**src/rtl/rf_wport_arbiter.sv**
```systemverilog
// ---------------------------------------------------------------------------
// rf_wport_arbiter
//
// Purpose:
//   Shares the single register-file write port between the in-order WB stage
//   and a multi-cycle side unit (multiplier/divider). Side-unit results land
//   in a small FIFO and are written whenever WB leaves the port idle. A
//   starvation counter forces a one-cycle WB hold so buffered results always
//   drain. A pending-register mask tells DE which registers have buffered
//   writes outstanding.
//
// Ports:
//   clk, reset        clock, synchronous active-high reset
//   wb_wr_valid       WB requests a write this cycle
//   wb_wregno         WB destination register
//   wb_wdata          WB write data
//   wb_hold           WB write not taken; WB/MEM must hold their contents
//   mc_wr_valid       side unit offers a result
//   mc_wregno         side-unit destination register
//   mc_wdata          side-unit result
//   mc_wr_ready       FIFO can accept (transfer = valid & ready)
//   rf_wr_en          registered register-file write enable
//   rf_wregno         registered register-file write address
//   rf_wdata          registered register-file write data
//   mc_pending_mask   bit r set while any FIFO entry targets register r
//   fifo_count        current FIFO occupancy
// ---------------------------------------------------------------------------
`timescale 1ns/1ps

module rf_wport_arbiter #(
   parameter int DBITS        = 32,
   parameter int REGNOBITS    = 5,
   parameter int FIFO_DEPTH   = 2,
   parameter int STARVE_LIMIT = 4
) (
   input  logic                           clk,
   input  logic                           reset,
   input  logic                           wb_wr_valid,
   input  logic [REGNOBITS-1:0]           wb_wregno,
   input  logic [DBITS-1:0]               wb_wdata,
   output logic                           wb_hold,
   input  logic                           mc_wr_valid,
   input  logic [REGNOBITS-1:0]           mc_wregno,
   input  logic [DBITS-1:0]               mc_wdata,
   output logic                           mc_wr_ready,
   output logic                           rf_wr_en,
   output logic [REGNOBITS-1:0]           rf_wregno,
   output logic [DBITS-1:0]               rf_wdata,
   output logic [2**REGNOBITS-1:0]        mc_pending_mask,
   output logic [$clog2(FIFO_DEPTH):0]    fifo_count
);

   localparam int PTRW = $clog2(FIFO_DEPTH);
   localparam int CNTW = PTRW + 1;
   localparam int SCW  = 4;

   localparam logic [CNTW-1:0] DEPTH_C = CNTW'(FIFO_DEPTH);
   localparam logic [SCW-1:0]  LIMIT_C = SCW'(STARVE_LIMIT);

   // Source of the write issued to the register file next cycle.
   typedef enum logic [1:0] {
      GNT_NONE,
      GNT_WB,
      GNT_WB_ZERO,
      GNT_FIFO
   } grant_e;

   // Saturating increment of the starvation counter.
   function automatic logic [SCW-1:0] sat_inc(input logic [SCW-1:0] v);
      return (v >= LIMIT_C) ? v : v + SCW'(1);
   endfunction

   // FIFO storage (data path, not reset: validity comes from the count)
   logic [REGNOBITS-1:0] fifo_regno_q [FIFO_DEPTH];
   logic [DBITS-1:0]     fifo_data_q  [FIFO_DEPTH];

   // Control state
   logic [PTRW-1:0]      wr_ptr_q, wr_ptr_d;
   logic [PTRW-1:0]      rd_ptr_q, rd_ptr_d;
   logic [CNTW-1:0]      count_q, count_d;
   logic [SCW-1:0]       starve_q, starve_d;

   // Registered write port
   logic                 rf_wr_en_q, rf_wr_en_d;
   logic [REGNOBITS-1:0] rf_wregno_q, rf_wregno_d;
   logic [DBITS-1:0]     rf_wdata_q, rf_wdata_d;

   grant_e               grant;
   logic                 fifo_empty;
   logic                 fifo_full;
   logic                 push;
   logic                 pop;
   logic [PTRW-1:0]      slot_ofs;

   assign fifo_empty  = (count_q == '0);
   assign fifo_full   = (count_q == DEPTH_C);
   assign mc_wr_ready = !fifo_full;
   assign wb_hold     = (starve_q >= LIMIT_C);

   // Writes to r0 are accepted on the handshake but never buffered.
   assign push = mc_wr_valid && mc_wr_ready && (mc_wregno != '0);

   // Grant priority: forced drain, then WB, then opportunistic drain.
   always_comb begin
      grant = GNT_NONE;
      if (wb_hold && !fifo_empty) begin
         grant = GNT_FIFO;
      end else if (!wb_hold && wb_wr_valid) begin
         grant = (wb_wregno != '0) ? GNT_WB : GNT_WB_ZERO;
      end else if (!fifo_empty) begin
         grant = GNT_FIFO;
      end
   end

   assign pop = (grant == GNT_FIFO);

   always_comb begin
      wr_ptr_d = push ? wr_ptr_q + PTRW'(1) : wr_ptr_q;
      rd_ptr_d = pop  ? rd_ptr_q + PTRW'(1) : rd_ptr_q;

      count_d = count_q;
      case ({push, pop})
         2'b10:   count_d = count_q + CNTW'(1);
         2'b01:   count_d = count_q - CNTW'(1);
         default: count_d = count_q;
      endcase

      // An entry pushed this cycle is not yet in the FIFO, so an empty
      // FIFO keeps the counter at zero even while a push is landing.
      if (pop || fifo_empty) begin
         starve_d = '0;
      end else begin
         starve_d = sat_inc(starve_q);
      end
   end

   always_comb begin
      rf_wr_en_d  = 1'b0;
      rf_wregno_d = rf_wregno_q;
      rf_wdata_d  = rf_wdata_q;
      case (grant)
         GNT_WB: begin
            rf_wr_en_d  = 1'b1;
            rf_wregno_d = wb_wregno;
            rf_wdata_d  = wb_wdata;
         end
         GNT_FIFO: begin
            rf_wr_en_d  = 1'b1;
            rf_wregno_d = fifo_regno_q[rd_ptr_q];
            rf_wdata_d  = fifo_data_q[rd_ptr_q];
         end
         default: begin
            rf_wr_en_d  = 1'b0;
         end
      endcase
   end

   // An entry at physical slot i is live when its distance from the read
   // pointer (modulo depth) is below the occupancy.
   always_comb begin
      mc_pending_mask = '0;
      slot_ofs        = '0;
      for (int i = 0; i < FIFO_DEPTH; i++) begin
         slot_ofs = PTRW'(i) - rd_ptr_q;
         if (CNTW'(slot_ofs) < count_q) begin
            mc_pending_mask[fifo_regno_q[i]] = 1'b1;
         end
      end
   end

   // ---- stage p0 -> p1: control and write-port registers ----
   always_ff @(posedge clk) begin
      if (reset) begin
         wr_ptr_q    <= '0;
         rd_ptr_q    <= '0;
         count_q     <= '0;
         starve_q    <= '0;
         rf_wr_en_q  <= 1'b0;
         rf_wregno_q <= '0;
         rf_wdata_q  <= '0;
      end else begin
         wr_ptr_q    <= wr_ptr_d;
         rd_ptr_q    <= rd_ptr_d;
         count_q     <= count_d;
         starve_q    <= starve_d;
         rf_wr_en_q  <= rf_wr_en_d;
         rf_wregno_q <= rf_wregno_d;
         rf_wdata_q  <= rf_wdata_d;
      end
   end

   // ---- stage p0 -> p1: FIFO storage ----
   always_ff @(posedge clk) begin
      if (push && !reset) begin
         fifo_regno_q[wr_ptr_q] <= mc_wregno;
         fifo_data_q[wr_ptr_q]  <= mc_wdata;
      end
   end

   assign rf_wr_en   = rf_wr_en_q;
   assign rf_wregno  = rf_wregno_q;
   assign rf_wdata   = rf_wdata_q;
   assign fifo_count = count_q;

endmodule

```
**config.mk**
```make
export PLATFORM = sky130hd
export DESIGN_NAME = rf_wport_arbiter
export DESIGN_NICKNAME = d
export VERILOG_FILES = /design/src/rtl/rf_wport_arbiter.sv
export SDC_FILE = /design/constraint.sdc
export NUM_CORES = 1
export LEC_CHECK = 0
export ABC_AREA = 1
export BUFFER_PORTS_ARGS = -buffer_cell sky130_fd_sc_hd__buf_4
export CORE_MARGIN = 5
export CORE_UTILIZATION = 50
export DETAILED_ROUTE_END_ITERATION = 8
export PLACE_DENSITY = 0.86
export SLEW_MARGIN = 20
export SYNTH_ARGS = -nofsm -noshare
export SYNTH_HDL_FRONTEND = slang
export SYNTH_SLANG_ARGS = --single-unit
```
**constraint.sdc**
```tcl
create_clock -name clk -period 8.5 [get_ports clk]
set_input_delay 1.275 -clock clk [delete_from_list [all_inputs] [get_ports clk]]
set_output_delay 1.275 -clock clk [all_outputs]
set_load 0.03 [all_outputs]
```
==> impl_metrics.ini <==
[placement]
placed_cells = 983
place_hpwl_um = 10000
place_congestion = 0.909
io_buffer_count = 151

[global_routing]
grt_pass1_vias = 4863
track_usage_pct = 21.9
antenna_found_initial = 0
grt_pass1_wl_um = 23500
grt_overflow = 0
grt_max_degree = 54

[yosys]
synth_top_area_share_pct = 38.7
syn-num-nets = 798
synth_cell_type_count = 26
ys_seq_area_share_pct = 55.1
yosysWarnings = 0
avgSynthCellArea_um2 = 7.99
synthTopCellsByArea = edfxtp_1 39%, nand2_1 17%, dfxtp_1 16%
netlist_instances = 718
ys_seq_elements = 121
netlist.top_cell.by_area = edfxtp_1
syn_area_um2 = 5740

[sta]
rsz0062_at_grt = false
setup_violations = 0
post-route-min-period_ns = 3.25
max_slew_margin_pct = 32.3
fin_worst_skew_ns = 0.0118
report.final.slew_viol_count = 0
fmax_ghz = 0.308
hold_viol_final = 0
worst_slew_pin_slew_ns = 1.01
tns_ns = 0
fin_hold_ws_ns = 0.465
period_share_pct = 38.2

[critical_path]
crit_chain = inv_2 > o21ai_2 > nand3_1 > o21ai_0 > buf_4
cpLargestDelayFamily = compound AO/OA/AOI/OAI gates
max_stage_delay_ns = 0.47
rr_endpoint = rd_ptr_q$_SDFFE_PP0N_
reg2reg_depth = 6
slowest_stage = dfxtp_1
setup.worst_path.end_class = primary output
rrSetupSlack_ns = 5.95
worstPathRequired_ns = 7.22
rr_startpoint = starve_q[3]$_SDFFE_PP0N_
worstPathArrival_ns = 1.98
startpoint_type = register
critPathBufInv = 2
critPathKind = reg -> out
crit_fanout = 8

[clocking]
clockBufferDepth = 2
cts_resized = 0
cts_inserted_buffers = 17
cts_setup_buffers = 0
hold_buffers = 0
path_clk_slew_ns = 0.05
cts_root_buf = clkbuf_16
cts_sinks = 121
cts-htree-levels = 4
insertion_delay_ns = 0.40
cts_tree = yes

[finish]
finalNonFillerCells = 1014
diodes = 0
fillerInstances = 910
drive_gt1_share_pct = 23.0
multiInputGateArea_um2 = 2160
nNetsFinal = 939
register_area_um2 = 3160
area_growth_pct = 30.9

[min_path]
hold_path_depth = 2
hp-start = wr_ptr_q$_SDFFE_PP0P_
hold_end = wr_ptr_q$_SDFFE_PP0P_
min_path_type = reg -> reg

[outcome]
status = finished, final reports clean

[route]
post-route-drc-count = 0
antenna_left = 0
post_drt_wl_per_cell_um = 14.8
vias_per_cell = 5.13
dr.pass1.iters = 5
num_vias = 5198
drt_iter0_drc = 453
routed_wl_um = 15000

[floorplan]
start_util_pct = 50.7
dieArea_um2 = 13700
fp.dieH_um = 117
num_io_pins = 152
die_w_um = 117
fp.coreArea_um2 = 11300
rows = 39

[flow_run]
maxCapViolCount = 0

[power]
ir_worst_vdd_v = 0.000233
powerDensity_nw_per_um2 = 315
p_leak_nw = 3.52
power_w = 0.00237
## cells in the mapped netlist
master,count
nor2_4,1
conb_1,1
buf_6,4
o21ai_0,34
clkbuf_1,7
nor2_1,82
inv_2,4
nand4_1,1
buf_4,7
clkinv_1,1
nand3_1,90
ha_1,2
a21oi_1,7
inv_1,55
nand2_2,3
o21ai_2,1
dfxtp_1,47
edfxtp_1,74
a21oi_2,2
nor2_2,1
a21boi_0,1
o21ai_1,1
nand2_1,263
nor3_1,9
nor3_2,4
buf_2,16
## cell usage in the layout, fill, tap and decap left out, types with 4 or more instances in the layout
master     Yosys  final
nor2_1        82     82
nor3_2         4      4
bufinv_16      0      4
o21ai_0       34     34
clkbuf_16      0     17
nand2_1      263    263
a21oi_1        7      7
dfxtp_1       47     47
nand3_1       90     90
inv_2          4      4
buf_4          7    156
nor3_1         9      8
inv_1         55     55
edfxtp_1      74     74
## cell type report
| type | count | area share (%) |
|---|---|---|
| clock buffers | 20 | 5.81 |
| clock inverters | 11 | 2.30 |
| inverters | 60 | 3.00 |
| multi-input cells | 503 | 28.8 |
| flip-flops and latches | 121 | 42.1 |
| well taps | 143 | 2.38 |
| repair buffers | 156 | 15.6 |
## cells by family after synthesis
kind of cell,synth area share [%]
AOI/OAI and AO/OA,4.25
adders and majority gates,0.436
buffers and inverters,7.48
DFF,55.1
other,0.0654
and+or+nand+nor,32.6
## worst register-to-register path: cells and delay by family, from the launching register on
kind	cells	cell delay [ns]
compound gates	2	0.41
buf+inv	1	0.53
flops	1	0.33
simple gates	3	1.19
## power by group
group	leakage (nW)	total, W	switching, W	internal, W
clock	0.296	0.000744	0.000253	0.000491
combinational	2.16	0.000849	0.000572	0.000277
sequential	1.07	0.000775	0.0000519	0.000723
total	3.52	0.00237	0.000877	0.00149
## per-stage QoR
stage,setup slack [ns],instance area (um^2),utilization (%)
after floorplan,3.88,5740,-
after global placement,5.08,6900,60.9
after detailed placement,5.02,6900,60.9
after CTS,5.26,7510,66.3
after global routing,5.10,7510,66.4
final,5.25,7510,66.4
## registers in the layout, summed over array words and instances, names as in the netlist, named ones only
register      count
fifo_count        2
rf_wregno         5
starve_q          4
fifo_regno_q     10
rf_wdata         32
wr_ptr_q          1
rd_ptr_q          1
rf_wr_en          1
fifo_data_q      64
## worst max-delay path by stage
| stage | slack, ns | end | startpoint | cells after the start |
|---|---|---|---|---|
| 2_1_floorplan | 3.88 | fifo_data_q[1][0]$_DFFE_PP_ | mc_wr_valid | 3 |
| 3_3_place_gp | 5.08 | rf_wdata[14]$_SDFFE_PP0P_ | wb_wr_valid | 8 |
| 3_5_place_dp | 5.02 | rf_wdata[5]$_SDFFE_PP0P_ | wb_wr_valid | 8 |
| 4_1_cts | 5.26 | mc_pending_mask[3] | fifo_count[0]$_SDFFE_PP0P_ | 5 |
| 5_1_grt | 5.10 | mc_pending_mask[3] | fifo_count[0]$_SDFFE_PP0P_ | 5 |
| 6_report | 5.25 | mc_pending_mask[22] | fifo_count[0]$_SDFFE_PP0P_ | 5 |
## per-layer routing
| metal | vias to the layer above | share of wire, % | track usage, % |
|---|---|---|---|
| li1 | 2590 | - | - |
| met2 | 259 | 50 | 36.8 |
| met5 | - | 0 | 0 |
| met1 | 2318 | 39 | 26.9 |
| met4 | 0 | 2.9 | 8.79 |
| met3 | 31 | 8.8 | 6.02 |
(Power assumes the default switching activity.)
